===== src/rtl/prio_seg_pkg.sv =====
// Shared constants for the priority-encoder / 7-segment scan block.
// Segment bytes are {a,b,c,d,e,f,g,dp}, bit 7 = a, active-low, dp always off.
package prio_seg_pkg;

   localparam int unsigned SEG_W = 8;

   localparam logic [SEG_W-1:0] SEG_BLANK = 8'hFF;
   localparam logic [SEG_W-1:0] SEG_DASH  = 8'hFD;

   // Hex glyphs 0..F; the first list entry lands at index 15 (F).
   localparam logic [15:0][SEG_W-1:0] SEG_HEX = {
      8'h71, 8'h61, 8'h85, 8'h63, 8'hC1, 8'h11, 8'h09, 8'h01,
      8'h1F, 8'h41, 8'h49, 8'h99, 8'h0D, 8'h25, 8'h9F, 8'h03
   };

   function automatic logic [SEG_W-1:0] hex_to_seg(input logic [3:0] nibble);
      return SEG_HEX[nibble];
   endfunction

endpackage


===== src/rtl/seg_hex_dec.sv =====
// Combinational nibble -> active-low 7-segment pattern. Dash beats blank.
module seg_hex_dec
   import prio_seg_pkg::*;
(
   input  logic [3:0]       nibble_i,
   input  logic             blank_i,
   input  logic             dash_i,
   output logic [SEG_W-1:0] seg_o
);

   // Select glyph: dash for invalid data, blank for suppressed digits, else hex.
   always_comb begin
      if (dash_i) begin
         seg_o = SEG_DASH;
      end else if (blank_i) begin
         seg_o = SEG_BLANK;
      end else begin
         seg_o = hex_to_seg(nibble_i);
      end
   end

endmodule


===== src/rtl/prio_seg_scan.sv =====
// Priority encoder with registered index, feeding a frame-coherent multiplexed
// hex display. Optional macro PSS_LEADING_BLANK_EN blanks digits above the most
// significant non-zero nibble of a valid snapshot (digit 0 never blanked).
module prio_seg_scan
   import prio_seg_pkg::*;
#(
   parameter int unsigned N_IN     = 16,
   parameter int unsigned IDX_W    = $clog2(N_IN),
   parameter int unsigned N_DIG    = 4,
   parameter int unsigned SCAN_DIV = 50000
) (
   input  logic             i_clk,
   input  logic             i_rst,
   input  logic             i_en,
   input  logic [N_IN-1:0]  i_code,
   output logic [IDX_W-1:0] o_code,
   output logic             o_valid,
   output logic [SEG_W-1:0] o_seg,
   output logic [N_DIG-1:0] o_an,
   output logic             o_frame
);

   localparam int unsigned DIG_W = (N_DIG > 1) ? $clog2(N_DIG) : 1;
   localparam int unsigned CNT_W = (SCAN_DIV > 1) ? $clog2(SCAN_DIV) : 1;
   // Wide enough to hold the code and one nibble per digit.
   localparam int unsigned EXT_W = (4 * N_DIG > IDX_W) ? 4 * N_DIG : IDX_W;

   logic [IDX_W-1:0] code_q, enc_code;
   logic             valid_q, enc_valid;
   logic [CNT_W-1:0] cnt_q, cnt_d;
   logic [DIG_W-1:0] dig_q, dig_d;
   logic             started_q;
   logic             frame_q, frame_d;
   logic             snap_valid_q, snap_valid_d;
   logic [IDX_W-1:0] snap_code_q, snap_code_d;
   logic [SEG_W-1:0] seg_q, seg_d;
   logic [N_DIG-1:0] an_q, an_d;
   logic [EXT_W-1:0] ext;
   logic [3:0]       nibble;
   logic             blank;

   // Encoder: highest set bit wins (later loop iterations overwrite lower ones).
   always_comb begin
      enc_code  = '0;
      enc_valid = 1'b0;
      if (i_en) begin
         for (int i = 0; i < N_IN; i++) begin
            if (i_code[i]) enc_code = IDX_W'(i);
         end
         enc_valid = |i_code;
      end
   end

   // Scan sequencing: first post-reset edge selects digit 0, then advance on terminal count.
   always_comb begin
      cnt_d   = cnt_q;
      dig_d   = dig_q;
      frame_d = 1'b0;
      if (!started_q) begin
         cnt_d   = '0;
         dig_d   = '0;
         frame_d = 1'b1;
      end else if (cnt_q == CNT_W'(SCAN_DIV - 1)) begin
         cnt_d = '0;
         if (dig_q == DIG_W'(N_DIG - 1)) begin
            dig_d   = '0;
            frame_d = 1'b1;
         end else begin
            dig_d = dig_q + 1'b1;
         end
      end else begin
         cnt_d = cnt_q + 1'b1;
      end
   end

   // Snapshot the registered encoder result at frame start; hold it for the whole frame.
   always_comb begin
      snap_valid_d = snap_valid_q;
      snap_code_d  = snap_code_q;
      if (frame_d) begin
         snap_valid_d = valid_q;
         snap_code_d  = code_q;
      end
   end

   // Digit content for the digit being selected on this edge, from the new snapshot.
   always_comb begin
      ext    = EXT_W'(snap_code_d);
      nibble = ext[{dig_d, 2'b00} +: 4];
`ifdef PSS_LEADING_BLANK_EN
      begin
         logic [DIG_W-1:0] msn;
         msn = '0;
         for (int d = 0; d < N_DIG; d++) begin
            if (ext[d*4 +: 4] != 4'h0) msn = DIG_W'(d);
         end
         blank = (dig_d > msn);
      end
`else
      blank = 1'b0;
`endif
      an_d = ~(N_DIG'(1) << dig_d);
   end

   seg_hex_dec u_seg_hex_dec (
      .nibble_i (nibble),
      .blank_i  (blank),
      .dash_i   (!snap_valid_d),
      .seg_o    (seg_d)
   );

   // State and registered outputs; synchronous reset dominates everything.
   always_ff @(posedge i_clk) begin
      if (i_rst) begin
         code_q       <= '0;
         valid_q      <= 1'b0;
         cnt_q        <= '0;
         dig_q        <= '0;
         started_q    <= 1'b0;
         frame_q      <= 1'b0;
         snap_valid_q <= 1'b0;
         snap_code_q  <= '0;
         seg_q        <= SEG_BLANK;
         an_q         <= '1;
      end else begin
         code_q       <= enc_code;
         valid_q      <= enc_valid;
         cnt_q        <= cnt_d;
         dig_q        <= dig_d;
         started_q    <= 1'b1;
         frame_q      <= frame_d;
         snap_valid_q <= snap_valid_d;
         snap_code_q  <= snap_code_d;
         seg_q        <= seg_d;
         an_q         <= an_d;
      end
   end

   assign o_code  = code_q;
   assign o_valid = valid_q;
   assign o_seg   = seg_q;
   assign o_an    = an_q;
   assign o_frame = frame_q;

endmodule


===== config.mk =====
export PLATFORM = sky130hd
export DESIGN_NAME = prio_seg_scan
export DESIGN_NICKNAME = d
export VERILOG_FILES = /design/src/rtl/prio_seg_pkg.sv /design/src/rtl/seg_hex_dec.sv /design/src/rtl/prio_seg_scan.sv
export SDC_FILE = /design/constraint.sdc
export NUM_CORES = 1
export LEC_CHECK = 0
export ABC_AREA = 1
export CORE_ASPECT_RATIO = 0.8
export CORE_UTILIZATION = 56
export DETAILED_ROUTE_END_ITERATION = 8
export DONT_BUFFER_PORTS = 1
export PLACE_DENSITY = 0.74
export SLEW_MARGIN = 20
export SYNTH_ARGS = -nofsm -noshare
export SYNTH_HDL_FRONTEND = slang
export SYNTH_SLANG_ARGS = --single-unit
export TNS_END_PERCENT = 5

===== constraint.sdc =====
create_clock -name i_clk -period 2.3 [get_ports i_clk]
set_clock_uncertainty 0.2 [all_clocks]
set_input_delay 0.23 -clock i_clk [delete_from_list [all_inputs] [get_ports i_clk]]
set_output_delay 0.23 -clock i_clk [all_outputs]
set_load 0.02 [all_outputs]

==> impl_results.md <==
- TritonCTS clock tree: done
- Placed cells: 324
- TritonCTS Buffers: 5
- Global route total overflow: 0
- Vias/cell: 4.94
- FP Rows: 19
- Maximum clock rate: around 450 MHz
- Flop and latch count out of synthesis: ~40
- DRC viols: 0
- Syn_nets: roughly 300
- Multi-input combinational cell area: between 1000 and 1500 um2
- Gp weighted congestion: about 0.85
- Largest net degree at the start of global routing: 14
- Yosys warns: 0
- Register area: a little over 800 um2
- First-pass GRT wire length: 6560 um
- CP startpoint kind: primary input
- Post-DP HPWL: roughly 2900 um
- Post-synthesis sequential area ratio: between 40% and 50%
- Critical-path maximum fanout: 2
- Most frequent cell after synthesis: nand2_1
- Max-Cap Viols: 0
- Vias in the first global route: between 1000 and 1500
- Main area contributors after synthesis: dfxtp_1, nand2_1, inv_1
- RSZ-0062 raised after global routing: yes
- Worst vdd ir: 0.000338 V
- Synth cell types: 33
- Clock slew at reported path FFs: approximately 0.07 ns
- Worst EP required: approximately 2.3 ns
- Arr. time, crit path: approximately 2.2 ns
- Post-route insts no fill: 347
- # setup viols final: 0
- Total die area: a little under 4000 um2
- H-tree level count: 2
- Fraction of synthesized area in multiplexers: 0%
- Placed Area: 2170 um2
- Root Driver: clkbuf_8
- Outcome: complete, no violations
- # fillers: 267
- Ys flop type: dfxtp_1
- Hold Crit Class: in2reg
- Sum of negative setup slack: 0 ns
- Mapped Cells: between 200 and 300
- Final period utilization: a little over nine tenths
- CTS max path bufs: 2
- IO buf count: 0
- Final WL: roughly 4000 um
- Syn Area/Cell: between 7 and 8 um2
- Pwr Total: 1.51 mW
- Die height: 55.8 um
- Commonest cells post-synth: nand2_1, dfxtp_1, inv_1
- Worst hold slack: ~0.028 ns
- Number of diodes: 0
- EDFF count, synth: 0
- Clock Latency Late Sink: 0.30 ns
- DIE WIDTH: between 60 and 70 um
- Synthesized area: 2030 um2
- Layout cells sized above 1: 20.3%
- Critical path class: in2reg
- P_leak: between 1 and 1.5 nW
- DRT iter0 DRCs: 97
- Post-Synth Simple-Gate Area: between 30 and 40%
- Initial Utilization: between 50 and 60%
- Hold Fails Final Rpt: 0
- Max Slew Vio Count: 0
- Initial antenna violation count: 0
- Core Area: ~3400 um2
- CTS sink count: between 40 and 50
- Avg WL per Cell: 11.5 um
- Synth top area share: 40.5%
- Vias: ~1700
- I/O pin cnt: 37
- Endpoint class of the critical path: flop
- Antenna Nets Post-Route: 0
- Area delta synth->final: 21.5%
- Min cycle time layout: around 2.2 ns
- Synth Area in Compound Gates: about 7%
- DRT Pass-1 Iters: 4
- Main combinational cell family by area after synthesis: simple AND/OR/NAND/NOR gates
- Pwr Density: a little over 600 nW/um2
- Cell area after layout: about 2500 um2
- GRT Util Overall: 21.8%
- Post-synth top area cell: dfxtp_1
- Adder-Cell Fraction of Synth Area: between 5 and 6%
- Ys async rst share: 0%
- Synth Area in XOR/XNOR: between 1.5 and 2%
- Layout Nets: between 300 and 400
-- stage by stage --
| step | worst slack [ns] | utilization (%) |
|---|---|---|
| 5_1_grt | -0.0506 | 71.4 |
| 4_1_cts | 0.00571 | 70.2 |
| 3_5_place_dp | -0.0588 | 62.9 |
| 2_1_floorplan | 0.00852 | - |
| 3_3_place_gp | 0.0295 | 62.9 |
| 6_report | 0.0546 | 71.4 |
-- worst max-delay path: stages --
cell and delay [ns]:
dlygate4sd3_1 0.54, nor4_1 0.26, dlygate4sd3_1 0.58, a21oi_1 0.05
dlygate4sd3_1 0.56
-- flip-flops by register name (all words and copies together), names as in the netlist --
signal	flops
cnt_q	16
dig_q	2
o_an	4
o_code	4
o_frame	1
o_seg	7
o_valid	1
snap_code_q	4
snap_valid_q	1
started_q	1
-- per-layer routing --
layer	global-route usage, %	part of all wire, %	up-vias
met5	0	0	-
met4	8.75	1.4	0
met3	6.52	5.8	7
met2	30.5	42	47
met1	31.1	51	737
li1	-	-	923
-- cells in the final DEF, fill, tap and decap left out, drive strengths merged --
cell,n
a21oi,11
a31oi,2
and2,1
and3,1
buf,14
bufinv,1
clkbuf,6
clkinvlp,1
conb,1
dfxtp,41
dlygate4sd3,12
ha,9
inv,42
nand2,74
nand3,23
nand3b,1
nand4,4
nor2,36
nor3,4
nor4,5
o211ai,2
o21ai,10
xnor2,1
xor2,3
-- cells by family after synthesis --
group / Yosys count
and+or+nand+nor: 149
DFF: 41
xor gates and xnor gates: 4
buffers and inverters: 44
other: 1
adders and majority gates: 9
AOI/OAI and AO/OA: 25
-- where the power goes --
group | switching (mW) | internal (mW)
combinational | 0.0895 | 0.0628
sequential | 0.0263 | 0.728
clock | 0.251 | 0.353
total | 0.367 | 1.14
-- layout make-up --
cell class                      count  share of cell area [%]
Clock buffer                        6                    3.35
Clock inverter                      2                    1.52
Inverter                           42                    6.61
Multi-Input combinational cell    188                    43.7
Sequential cell                    41                    33.5
Tap cell                           42                    2.13
Timing Repair Buffer               26                    9.15
-- final timing paths --
kind / start / endpoint / slack [ns] / cells after the start
worst min-delay path: i_code[11] / o_code[3] / 0.03 / 3
worst max-delay path: i_code[1] / o_valid / 0.05 / 5
worst min register to register: cnt_q[9] / cnt_q[9] / 0.28 / 2
worst max register to register: cnt_q[1] / o_seg[4] / 0.11 / 16
-- repair_timing --
item | 4_1_cts | 5_1_grt
hold buffers | 12 | 0
setup buffers | 1 | 2
pin swaps | 2 | 3
gates resized for setup | 5 | 7
endpoints found under the setup margin | 2 | 9
hold endpoints to repair | 18 | 0
Power figures use the tool's default switching activity.
